$ cat src/rtl/audio_ctrl_pkg.sv
// Shared types and helpers for the record/playback sequencer.
package audio_ctrl_pkg;

  typedef enum logic [2:0] {
    ST_INIT       = 3'd0,
    ST_IDLE       = 3'd1,
    ST_RECD       = 3'd2,
    ST_RECD_PAUSE = 3'd3,
    ST_PLAY       = 3'd4,
    ST_PLAY_PAUSE = 3'd5
  } state_t;

  typedef enum logic [1:0] {
    MODE_NORMAL = 2'd0,
    MODE_FAST   = 2'd1,
    MODE_SLOW0  = 2'd2,
    MODE_SLOW1  = 2'd3
  } mode_t;

  // Slots are equal power-of-two regions, so the base is the index shifted up by the offset width.
  function automatic logic [31:0] slot_base(input logic [31:0] slot, input int unsigned off_w);
    return slot << off_w;
  endfunction

endpackage

$ cat src/rtl/slot_len_table.sv
// Per-slot recorded-length registers: one synchronous write port, one asynchronous read port.
module slot_len_table #(
  parameter int N_SLOTS = 4,
  parameter int SLOT_W  = 2,
  parameter int LEN_W   = 19
) (
  input  logic              i_clk,
  input  logic              i_rst,
  input  logic              i_we,
  input  logic [SLOT_W-1:0] i_wr_slot,
  input  logic [LEN_W-1:0]  i_wr_len,
  input  logic [SLOT_W-1:0] i_rd_slot,
  output logic [LEN_W-1:0]  o_rd_len
);

  logic [LEN_W-1:0] len_q [N_SLOTS];

  always_ff @(posedge i_clk) begin
    if (i_rst) begin
      for (int i = 0; i < N_SLOTS; i++) len_q[i] <= '0;
    end else if (i_we) begin
      len_q[i_wr_slot] <= i_wr_len;
    end
  end

  assign o_rd_len = len_q[i_rd_slot];

endmodule

$ cat src/rtl/rec_play_ctrl.sv
// Record/playback sequencer: slot-based recording with auto-stop, playback with latched speed/mode.
module rec_play_ctrl
  import audio_ctrl_pkg::*;
#(
  parameter int ADDR_W  = 20,
  parameter int N_SLOTS = 4,
  parameter int SLOT_W  = $clog2(N_SLOTS),
  parameter int SPEED_W = 4
) (
  input  logic                     i_clk,
  input  logic                     i_rst,
  input  logic                     i_i2c_fin,
  input  logic                     i_key_rec,
  input  logic                     i_key_play,
  input  logic                     i_key_stop,
  input  logic [SLOT_W-1:0]        i_slot,
  input  logic [SPEED_W-1:0]       i_speed,
  input  logic [1:0]               i_mode,
  input  logic [ADDR_W-1:0]        i_rec_addr,
  input  logic [ADDR_W-1:0]        i_play_addr,
  output logic                     o_i2c_start,
  output logic                     o_rec_start,
  output logic                     o_rec_pause,
  output logic                     o_rec_stop,
  output logic                     o_dsp_start,
  output logic                     o_dsp_pause,
  output logic                     o_dsp_stop,
  output logic                     o_play_en,
  output logic [SPEED_W-1:0]       o_speed,
  output logic                     o_fast,
  output logic                     o_slow_0,
  output logic                     o_slow_1,
  output logic [ADDR_W-1:0]        o_slot_base,
  output logic [ADDR_W-SLOT_W:0]   o_slot_len,
  output logic                     o_full,
  output logic                     o_err,
  output logic [2:0]               o_state
);

  localparam int OFF_W = ADDR_W - SLOT_W;
  localparam int LEN_W = OFF_W + 1;
  localparam logic [LEN_W-1:0]  SLOT_SIZE = {1'b1, {OFF_W{1'b0}}};
  localparam logic [ADDR_W-1:0] SLOT_LAST = ADDR_W'({OFF_W{1'b1}});

  state_t             state;
  logic [SLOT_W-1:0]  active_slot;
  logic [ADDR_W-1:0]  base;
  logic [LEN_W-1:0]   cur_len;
  logic [OFF_W-1:0]   rec_off;
  logic [LEN_W-1:0]   play_off;
  logic               slot_full;
  logic               play_end;
  logic               len_we;
  logic [LEN_W-1:0]   len_wdata;

  assign base      = ADDR_W'(slot_base(32'(active_slot), OFF_W));
  assign rec_off   = OFF_W'(i_rec_addr - base);
  assign play_off  = LEN_W'(i_play_addr - base);
  assign slot_full = (i_rec_addr == base + SLOT_LAST);
  // Offset is one bit wider than the slot so a full slot (len = SLOT_SIZE) still compares correctly.
  assign play_end  = (play_off >= cur_len);

  always_comb begin
    len_we    = 1'b0;
    len_wdata = {1'b0, rec_off} + LEN_W'(1);
    if (!i_rst && (state == ST_RECD || state == ST_RECD_PAUSE)) begin
      if (i_key_stop) begin
        len_we = 1'b1;
      end else if (state == ST_RECD && slot_full) begin
        len_we    = 1'b1;
        len_wdata = SLOT_SIZE;
      end
    end
  end

  slot_len_table #(
    .N_SLOTS (N_SLOTS),
    .SLOT_W  (SLOT_W),
    .LEN_W   (LEN_W)
  ) u_len_table (
    .i_clk     (i_clk),
    .i_rst     (i_rst),
    .i_we      (len_we),
    .i_wr_slot (active_slot),
    .i_wr_len  (len_wdata),
    .i_rd_slot (active_slot),
    .o_rd_len  (cur_len)
  );

  always_ff @(posedge i_clk) begin
    if (i_rst) begin
      state       <= ST_INIT;
      active_slot <= '0;
      o_i2c_start <= 1'b0;
      o_rec_start <= 1'b0;
      o_rec_pause <= 1'b0;
      o_rec_stop  <= 1'b0;
      o_dsp_start <= 1'b0;
      o_dsp_pause <= 1'b0;
      o_dsp_stop  <= 1'b0;
      o_play_en   <= 1'b0;
      o_speed     <= '0;
      o_fast      <= 1'b0;
      o_slow_0    <= 1'b0;
      o_slow_1    <= 1'b0;
      o_full      <= 1'b0;
      o_err       <= 1'b0;
    end else begin
      o_rec_start <= 1'b0;
      o_rec_pause <= 1'b0;
      o_rec_stop  <= 1'b0;
      o_dsp_start <= 1'b0;
      o_dsp_pause <= 1'b0;
      o_dsp_stop  <= 1'b0;
      o_full      <= 1'b0;
      o_err       <= 1'b0;
      case (state)
        ST_INIT: begin
          if (i_i2c_fin) begin
            state       <= ST_IDLE;
            o_i2c_start <= 1'b0;
          end else begin
            o_i2c_start <= 1'b1;
          end
        end
        ST_IDLE: begin
          active_slot <= i_slot;
          if (i_key_stop) begin
            state <= ST_IDLE;
          end else if (i_key_rec) begin
            o_rec_start <= 1'b1;
            state       <= ST_RECD;
          end else if (i_key_play) begin
            if (cur_len == '0) begin
              o_err <= 1'b1;
            end else begin
              o_speed     <= i_speed;
              o_fast      <= (mode_t'(i_mode) == MODE_FAST);
              o_slow_0    <= (mode_t'(i_mode) == MODE_SLOW0);
              o_slow_1    <= (mode_t'(i_mode) == MODE_SLOW1);
              o_dsp_start <= 1'b1;
              o_play_en   <= 1'b1;
              state       <= ST_PLAY;
            end
          end
        end
        ST_RECD: begin
          if (i_key_stop) begin
            o_rec_stop <= 1'b1;
            state      <= ST_IDLE;
          end else if (slot_full) begin
            o_rec_stop <= 1'b1;
            o_full     <= 1'b1;
            state      <= ST_IDLE;
          end else if (i_key_rec) begin
            o_rec_pause <= 1'b1;
            state       <= ST_RECD_PAUSE;
          end
        end
        ST_RECD_PAUSE: begin
          if (i_key_stop) begin
            o_rec_stop <= 1'b1;
            state      <= ST_IDLE;
          end else if (i_key_rec) begin
            o_rec_start <= 1'b1;
            state       <= ST_RECD;
          end
        end
        ST_PLAY: begin
          if (i_key_stop || play_end) begin
            o_dsp_stop <= 1'b1;
            o_play_en  <= 1'b0;
            state      <= ST_IDLE;
          end else if (i_key_play) begin
            o_dsp_pause <= 1'b1;
            o_play_en   <= 1'b0;
            state       <= ST_PLAY_PAUSE;
          end
        end
        ST_PLAY_PAUSE: begin
          if (i_key_stop) begin
            o_dsp_stop <= 1'b1;
            o_play_en  <= 1'b0;
            state      <= ST_IDLE;
          end else if (i_key_play) begin
            o_dsp_start <= 1'b1;
            o_play_en   <= 1'b1;
            state       <= ST_PLAY;
          end
        end
        default: state <= ST_INIT;
      endcase
    end
  end

  assign o_slot_base = base;
  assign o_slot_len  = cur_len;
  assign o_state     = state;

endmodule

$ cat config.mk
export PLATFORM = sky130hd
export DESIGN_NAME = rec_play_ctrl
export DESIGN_NICKNAME = d
export VERILOG_FILES = /design/src/rtl/audio_ctrl_pkg.sv /design/src/rtl/slot_len_table.sv /design/src/rtl/rec_play_ctrl.sv
export SDC_FILE = /design/constraint.sdc
export NUM_CORES = 1
export LEC_CHECK = 0
export CAP_MARGIN = 20
export CORE_ASPECT_RATIO = 0.8
export CORE_UTILIZATION = 35
export CTS_BUF_LIST = sky130_fd_sc_hd__clkbuf_8
export CTS_CLUSTER_SIZE = 14
export DETAILED_ROUTE_END_ITERATION = 10
export PLACE_DENSITY_LB_ADDON = 0.1
export SYNTH_ARGS = -nofsm -noshare
export SYNTH_HDL_FRONTEND = slang
export SYNTH_SLANG_ARGS = --single-unit
$ cat constraint.sdc
create_clock -name i_clk -period 4.3 [get_ports i_clk]
set_input_delay 0.645 -clock i_clk [delete_from_list [all_inputs] [get_ports i_clk]]
set_output_delay 0.645 -clock i_clk [all_outputs]
set_load 0.03 [all_outputs]
Yosys cells after proc, flatten, opt, wreduce, memory -nomap -nowiden
Memory sizes are Yosys's and may differ from the RTL's. A register that Yosys moved wholly into a read port is not among the register bits.
Cells that the tools add are included.

word-level totals
  bits in writable memories = 76
  input bits = 54
  word-level logic and storage cells = 124
  memories = 1
  register bits = 22
  output and inout port bits = 59

memory list
  memory             depth  width  read ports  clocked after memory_dff  wr ports  line                  RTL
  u_len_table.len_q  4      19     1           1                         4         slot_len_table.sv:16  logic [LEN_W-1:0] len_q [N_SLOTS];

operators by class
  bitwise operators = 8
  equality and inequality tests = 20
  add/sub/neg operators = 4
  order comparisons = 1
  muxes and demuxes = 56
  reductions and logical operators = 18

operators by type and width
  operator                                                               number
  19-bit two-way mux                                                     4
  3-bit two-way mux                                                      14
  1-bit two-way mux                                                      30
  20-bit by 18-bit adder with 20-bit output (second input constant)      1
  20-bit == test                                                         1
  18-bit by 1-bit adder with 19-bit output (second input constant)       1
  19-bit greater-or-equal comparator                                     1
  19-bit zero test                                                       1
  19-bit OR reduction                                                    1
  19-bit subtractor                                                      1
  3-bit case mux with 6 select lines                                     1
  18-bit by 1-bit subtractor with 18-bit output (second input constant)  1
  7-bit AND reduction                                                    2
  4-bit inequality test (second input constant)                          3
  2-bit inequality test (second input constant)                          5
  3-bit inequality test (second input constant)                          3
  3-bit OR reduction                                                     3
  1-bit NOT                                                              8
  3-bit by 2-bit == test with 1-bit output (second input constant)       2
  3-bit == test (second input constant)                                  2
  2-bit two-way mux                                                      3
  1-bit case mux with 2 select lines                                     3
  5-bit AND reduction                                                    1
  5-bit OR reduction                                                     1
  11 further kinds                                                       14

Longest topological paths before layout
  depth after elaboration = 11
  depth in mapped cells = 12
  mapped depth without buffers = 10

Cells and area by module
Synthesis repeated with hierarchy kept, for this count alone.

second synthesis, totals
  cells, all modules = 454
  area, all modules = 5388.9 um^2

modules (own cells, without submodules)
  module          cells an instance  area each (um^2)  instances  sequential area each (um^2)
  slot_len_table  189                3343.2            1          2282.2
  rec_play_ctrl   265                2045.7            1          440.4

Least setup slack after synthesis
Ideal clock, no wire load.

  kind = flip-flop to flip-flop
  from = register with a tool-made name
  to = register o_play_en
  stages on the path, launching flop included = 13
  clock period less this slack = 3350 ps
  setup slack = 950 ps
  arrival = 3220 ps
  data required time = 4171 ps
  library setup time = 129 ps
  path through = dfxtp_1 clkbuf_1 buf_1 mux4_2 inv_1 ha_1 a21oi_1 o21ai_0 a2111oi_0 o2111ai_1 a21o_1 a311oi_1 nor3_1

RTL lines
  element                 line                  RTL
  end signal: assignment  rec_play_ctrl.sv:101  o_play_en <= 1'b0;
  end signal: assignment  rec_play_ctrl.sv:142  o_play_en <= 1'b1;
  end signal: assignment  rec_play_ctrl.sv:172  o_play_en <= 1'b0;
  end: declaration        rec_play_ctrl.sv:28   output logic o_play_en,

==> impl_metrics.tcl <==
set metrics [dict create \
    viasPerCell 4.964 \
    holdWs_ns 0.4758 \
    routed_wl_mm 13.60 \
    outcome "finished clean" \
    max_freq_ghz 0.2927 \
    crit_path_start_kind "primary input" \
    cts_buffers 9 \
    cpMaxStageDelayCell "clkdlybuf4s50_1" \
    switching_share_pct 31.02 \
    pwr-share-comb_pct 30.3 \
    die_area_um2 15620 \
    die_h_um 112.0 \
    mostFrequentLayoutCell "clkdlybuf4s50_1" \
    ant_nets 0 \
    drv_cap 0 \
    cts_buffer_depth 2 \
    seqPwrFrac_pct 42.1 \
    p_int_w 0.001871 \
    yosysTopAreaCell "edfxtp_1" \
    path_buf_inv 2 \
    required_ns 4.36 \
    path_clk_slew_ns 0.09 \
    syn-mean-instance-area_um2 11.33 \
    power_density_nw_per_um2 407.0 \
    wire_per_inst_um 17.99 \
    hold_buffers 0 \
    gp_congestion 0.8118 \
    drv_slew 0 \
    grt_pass1_vias 3760 \
    vdd_drop_max_mv 0.1851 \
    grt_pass1_wl_mm 21.11 \
    max_stage_delay_ns 0.51 \
    netSwitchingPower_w 0.0008413 \
    cp-end-kind "flip-flop" \
    post_cts_buffers 0 \
    synthTopCellsByArea "edfxtp_1 (43%), dfxtp_1 (9.1%), mux4_2 (8.1%)" \
    worstSetupPathType "in2reg" \
    start_util_pct 36.39 \
    root_buffer "clkbuf_8" \
    grt_max_degree 25 \
    die_w_um 139.5 \
    yosysWarnings 0 \
    dr.pass1.iters 4 \
    fin_crit_sh_pct 79.45 \
    setup_viol 0 \
    synth-seq-cells 100 \
    synth-main-ff-cell "edfxtp_1" \
    crit_family "simple AND/OR/NAND/NOR gates" \
    cp_data_arrival_time_ns 3.48 \
    post_cts_resized 0 \
    async_flop_share_pct 0 \
    netlist_instances 467 \
    grt_antenna_before_repair 0 \
    clock_latency_ns 0.36 \
    place_area_um2 6407 \
    post-route-min-period_ns 3.416 \
    coreArea_um2 14540 \
    cts_tree "built" \
    h-tree-depth 3 \
    synth-edff-count 76 \
    stdcell_count 756 \
    vias 3753 \
    slew_headroom_pct 57.50 \
    cp_cell_sequence "clkdlybuf4s50_1 > ha_1 > nand3_1 > nor4_4 > nand4_1 > or3_4 > a21oi_4 > or3b_1 > or2b_1 > buf_12" \
    cts_sinks 100 \
    final_cell_mix "clkdlybuf4s50_1 (93), edfxtp_1 (76), nor2_1 (67)" \
    tns_ns 0 \
    rsz0062_at_grt "false" \
    insertedDiodeCount 0 \
    stdcell_area_um2 6664 \
    fin_nets 641 \
    syn_to_final_growth_pct 25.94 \
    drt_iter0_markers 232 \
    rows 39 \
    p_clk_share_pct 27.6 \
    io_buffer_count 93 \
    dp_cells 740 \
    drive_gt1_share_pct 11.19 \
    worst_clock_skew_ns 0.008785 \
    io_pins 113 \
    dpl.hpwl_mm 9.834 \
    grt_overflow_total 0 \
    leakage_nw 2.488 \
    synth_cell_types 55 \
    grtUsageTotal_pct 18.24 \
    syn_area_um2 5291 \
    seq_area_frac_synth_pct 52.21 \
    critPathMaxFanout 19 \
    drc 0 \
    hold_violations 0 \
    min_path_type "reg2reg" \
    synth_top_area_share_pct 43.13 \
    worstMarginPinSlew_ns 0.6308 \
]
power by group through the flow:
stage,clock network [W],registers [W],logic (W)
2_1_floorplan,0,0.00117,0.000503
3_3_place_gp,0,0.00116,0.000820
3_5_place_dp,0,0.00116,0.000829
4_1_cts,0.000772,0.00114,0.000832
5_1_grt,0.000809,0.00115,0.000887
6_report,0.000749,0.00114,0.000821
worst paths after layout:
path / startpoint / end / cells past startpoint / slack [ns]
worst max-delay path: i_rec_addr[0] / u_len_table.len_q[0][7] / 10 / 0.88
worst min-delay path: o_slow_0 / o_slow_0 / 2 / 0.48
worst max register to register: flip-flop / o_play_en / 12 / 0.97
worst min register to register: o_slow_0 / o_slow_0 / 2 / 0.48
cell families (layout without fill, tap and decap cells):
family                   Yosys count  after routing  synth area share [%]
buffers and inverters             79            167                 7.543
adder cells (fa/ha/maj)           20             20                 4.729
XOR/XNOR                          18             18                 2.979
AND/OR/NAND/NOR                  187            187                 18.61
AO/OA/AOI/OAI                     39             39                 5.013
flip-flops                       100            100                 52.21
multiplexers                      23             23                 8.844
other                              1             18               0.07087
tightest hold or removal path, delay by kind of cell, from the launching register on:
kind	cells	cell delay [ns]
compound gates	1	0.05
simple gates	1	0.06
flops	1	0.32
Yosys cell counts (3+ instances only):
master,number
a21oi_1,12
a31oi_1,3
and3_1,4
buf_4,21
clkbuf_1,12
dfxtp_1,24
edfxtp_1,76
ha_1,20
inv_1,42
mux2i_1,4
mux4_2,19
nand2_1,40
nand2b_1,7
nand3_1,11
nand3b_1,4
nand4_1,7
nor2_1,67
nor2_4,10
nor3_1,13
nor4_1,6
o21ai_0,7
or3_1,3
xnor2_1,12
xor2_1,6
sequential cells by signal, indices dropped and copies added, names as in the netlist, named ones only:
signal and count:
o_speed 4, o_fast 1, o_state 3, o_full 1, o_dsp_stop 1, o_slow_1 1, o_err 1, o_rec_pause 1
o_dsp_pause 1, o_slow_0 1, active_slot 2, u_len_table.len_q 76, o_dsp_start 1, o_play_en 1, o_rec_start 1, o_rec_stop 1
o_i2c_start 1
per-layer routing:
metal  global-route usage (%)  share of wire (%)  routed length (um)  vias to the layer above
li1                         -                  -                   -                     1819
met2                    30.32                 50                6767                       96
met1                    24.65                 44                6027                     1830
met3                    2.796                4.9                 673                        8
met5                        0                  0                   0                        -
met4                    5.407               0.96                 130                        0
final cells by class:
type                            count  area, um2
Fill cell                        1341       7878
Sequential cell                   100       2763
Multi-Input combinational cell    305       2193
Timing Repair Buffer              109       1064
Tap cell                          184      230.2
Inverter                           42      157.7
Clock inverter                      7      132.6
Clock buffer                        9      123.9
metrics by stage:
step | total power (W) | util (%) | setup WS (ns)
4_1_cts | 0.002747 | 45.83 | 0.8761
5_1_grt | 0.002846 | 45.83 | 0.6557
2_1_floorplan | 0.001669 | - | 0.9505
3_3_place_gp | 0.001982 | 44.06 | 0.5409
3_5_place_dp | 0.001993 | 44.06 | 0.5047
6_report | 0.002712 | 45.83 | 0.8838
Note: power is estimated with default switching activity, not from simulation.
==> RTL edit (same settings) <==
Make the reset (`i_rst`) asynchronous in 2 clocked blocks.
--- a/src/rtl/slot_len_table.sv
+++ b/src/rtl/slot_len_table.sv
@@ -15,7 +15,7 @@
 
   logic [LEN_W-1:0] len_q [N_SLOTS];
 
-  always_ff @(posedge i_clk) begin
+  always_ff @(posedge i_clk or posedge i_rst) begin
     if (i_rst) begin
       for (int i = 0; i < N_SLOTS; i++) len_q[i] <= '0;
     end else if (i_we) begin
--- a/src/rtl/rec_play_ctrl.sv
+++ b/src/rtl/rec_play_ctrl.sv
@@ -87,7 +87,7 @@
     .o_rd_len  (cur_len)
   );
 
-  always_ff @(posedge i_clk) begin
+  always_ff @(posedge i_clk or posedge i_rst) begin
     if (i_rst) begin
       state       <= ST_INIT;
       active_slot <= '0;
Check against the original RTL: differs if i_rst is asserted again (counterexample within 4 cycles, from zero or initial values and one cycle with i_rst high); with i_rst held inactive, the same outputs for 4 cycles.
==> RTL edit against the unedited design <==
Area after synthesis hardly changed. First-iteration DRC count is 6.5% lower. Setup slack got worse by 0.098 ns. Worst hold slack gained 0.0038 ns. Design area fell by 1.8%. Sequential cell count fell by 2. Wire length decreased by 2.5%. Non-clock buffer count decreased by 6. Maximum frequency decreased by 2.8%.
Power is not compared: it rests on default switching activity, and its combinational part moved more than twofold at a synthesized area within 25%.
==> RTL edit: results <==
[worst_setup_path]
critical_path_peak_fanout = 21
critPathKind = reg2out
crit_arrival_ns = 2.87
r2r_start = active_slot[0]

[final_layout]
antennaDiodeCount = 0
final.fill_count = 1381
top_register = u_len_table.len_q
drive_gt1_share_pct = 14.6
layout.nets = 657
largest_reg_flops = 76

[sta]
worstMarginPinSlew_ns = 1.05
clock_skew_ns = 0.0123

[clock_tree]
clockRootBuffer = clkbuf_8
clkSlewWorstSetupHoldPaths_ns = 0.09
htree_num_levels = 3
cts_buffers = 9
ctsResizeCount = 0
clock_latency_ns = 0.39
cts_max_path_buffers = 2
cts_setup_buffers = 0

[global_routing]
grt_pass1_wl_um = 21900
grt_pass1_vias = 3975
grtUsageTotal_pct = 18.5
grt_antenna_before_repair = 0
grt_max_degree = 56

[logic_synthesis]
synth_cell_types = 51
ys_async_sr_fraction_pct = 100
synth_area_leaders = dfrtp_1 (46%), mux4_2 (8.1%), mux2_2 (7.2%)
yosys_warnings = 0
synth_cells = 493
synthFlopType = dfrtp_1
ys_seq_area_share_pct = 46.3
yosys-top-cells-count = dfrtp_1 (98), nand2_1 (56), o21ai_0 (35)

[power]
p_leak_nw = 2.81
ir_drop_mv = 0.237

[detailed_routing]
vias = 3907
wirelength_um = 13300
firstDrtPassIters = 6
wl_per_cell_um = 17.2
first_iter_violations = 217

[hold_path]
hold_start = u_len_table.len_q[8]
hp-class = reg2reg

[place]
place.gp.congestion = 0.803
dp_cells = 756
hpwl_um = 9690
port_buffers = 93

[outcome]
status = finished clean
## RTL edit: layout make-up
class	instances	area, sq um	share of cell area (%)
clock buffer	12	165	2.52
clock inverter	4	17.5	0.268
inverter	29	110	1.68
multi-input combinational	342	2550	39.0
sequential	98	2450	37.5
tap	184	230	3.52
timing repair buffer	103	1020	15.6
## RTL edit: power by group
| part | switching, mW | internal (mW) | total [mW] |
|---|---|---|---|
| Sequential | 0.260 | 1.29 | 1.55 |
| Combinational | 1.36 | 1.12 | 2.47 |
| Clock | 0.313 | 0.252 | 0.565 |
## RTL edit: critical path, stage by stage, from the launching register on
cell and delay, ns:
dfrtp_1 1.05, buf_4 0.26, mux4_2 0.54, clkdlybuf4s50_1 0.64
## RTL edit: metrics by stage
step	setup WS, ns	area, sq um	utilization [%]
after floorplan	0.984	5360	-
after global placement	0.750	6360	43.8
after detailed placement	0.717	6360	43.8
after CTS	0.722	6550	45.0
after global routing	0.661	6550	45.0
final	0.786	6550	45.0
## RTL edit: final timing paths
check                                        to  slack (ns)  cells after the start
max                              o_slot_len[18]        0.79                      3
min                        u_len_table.len_q[8]        0.48                      2
max reg2reg                          o_state[0]        0.94                     10
min reg2reg                u_len_table.len_q[8]        0.48                      2
max in group asynchronous                o_full        2.74                      3
min in group asynchronous           o_i2c_start        0.82                      2
## RTL edit: per-layer routing
layer	wire [um]	up-vias	GRT usage, %	share of wire [%]
li1	-	1887	-	-
met1	6700	1925	25.9	51
met2	5840	84	28.5	44
met3	577	11	4.99	4.4
met4	134	0	4.59	1.0
met5	0	-	0	0
## RTL edit: kinds of logic after synthesis
logic type / after synthesis / synth area share [%]
xor gates and xnor gates: 19 / 3.14
AOI/OAI and AO/OA: 83 / 9.62
other: 1 / 0.0708
buffers and inverters: 70 / 6.69
muxes: 55 / 15.7
DFF: 98 / 46.3
adders and majority gates: 20 / 4.73
and+or+nand+nor: 147 / 13.7
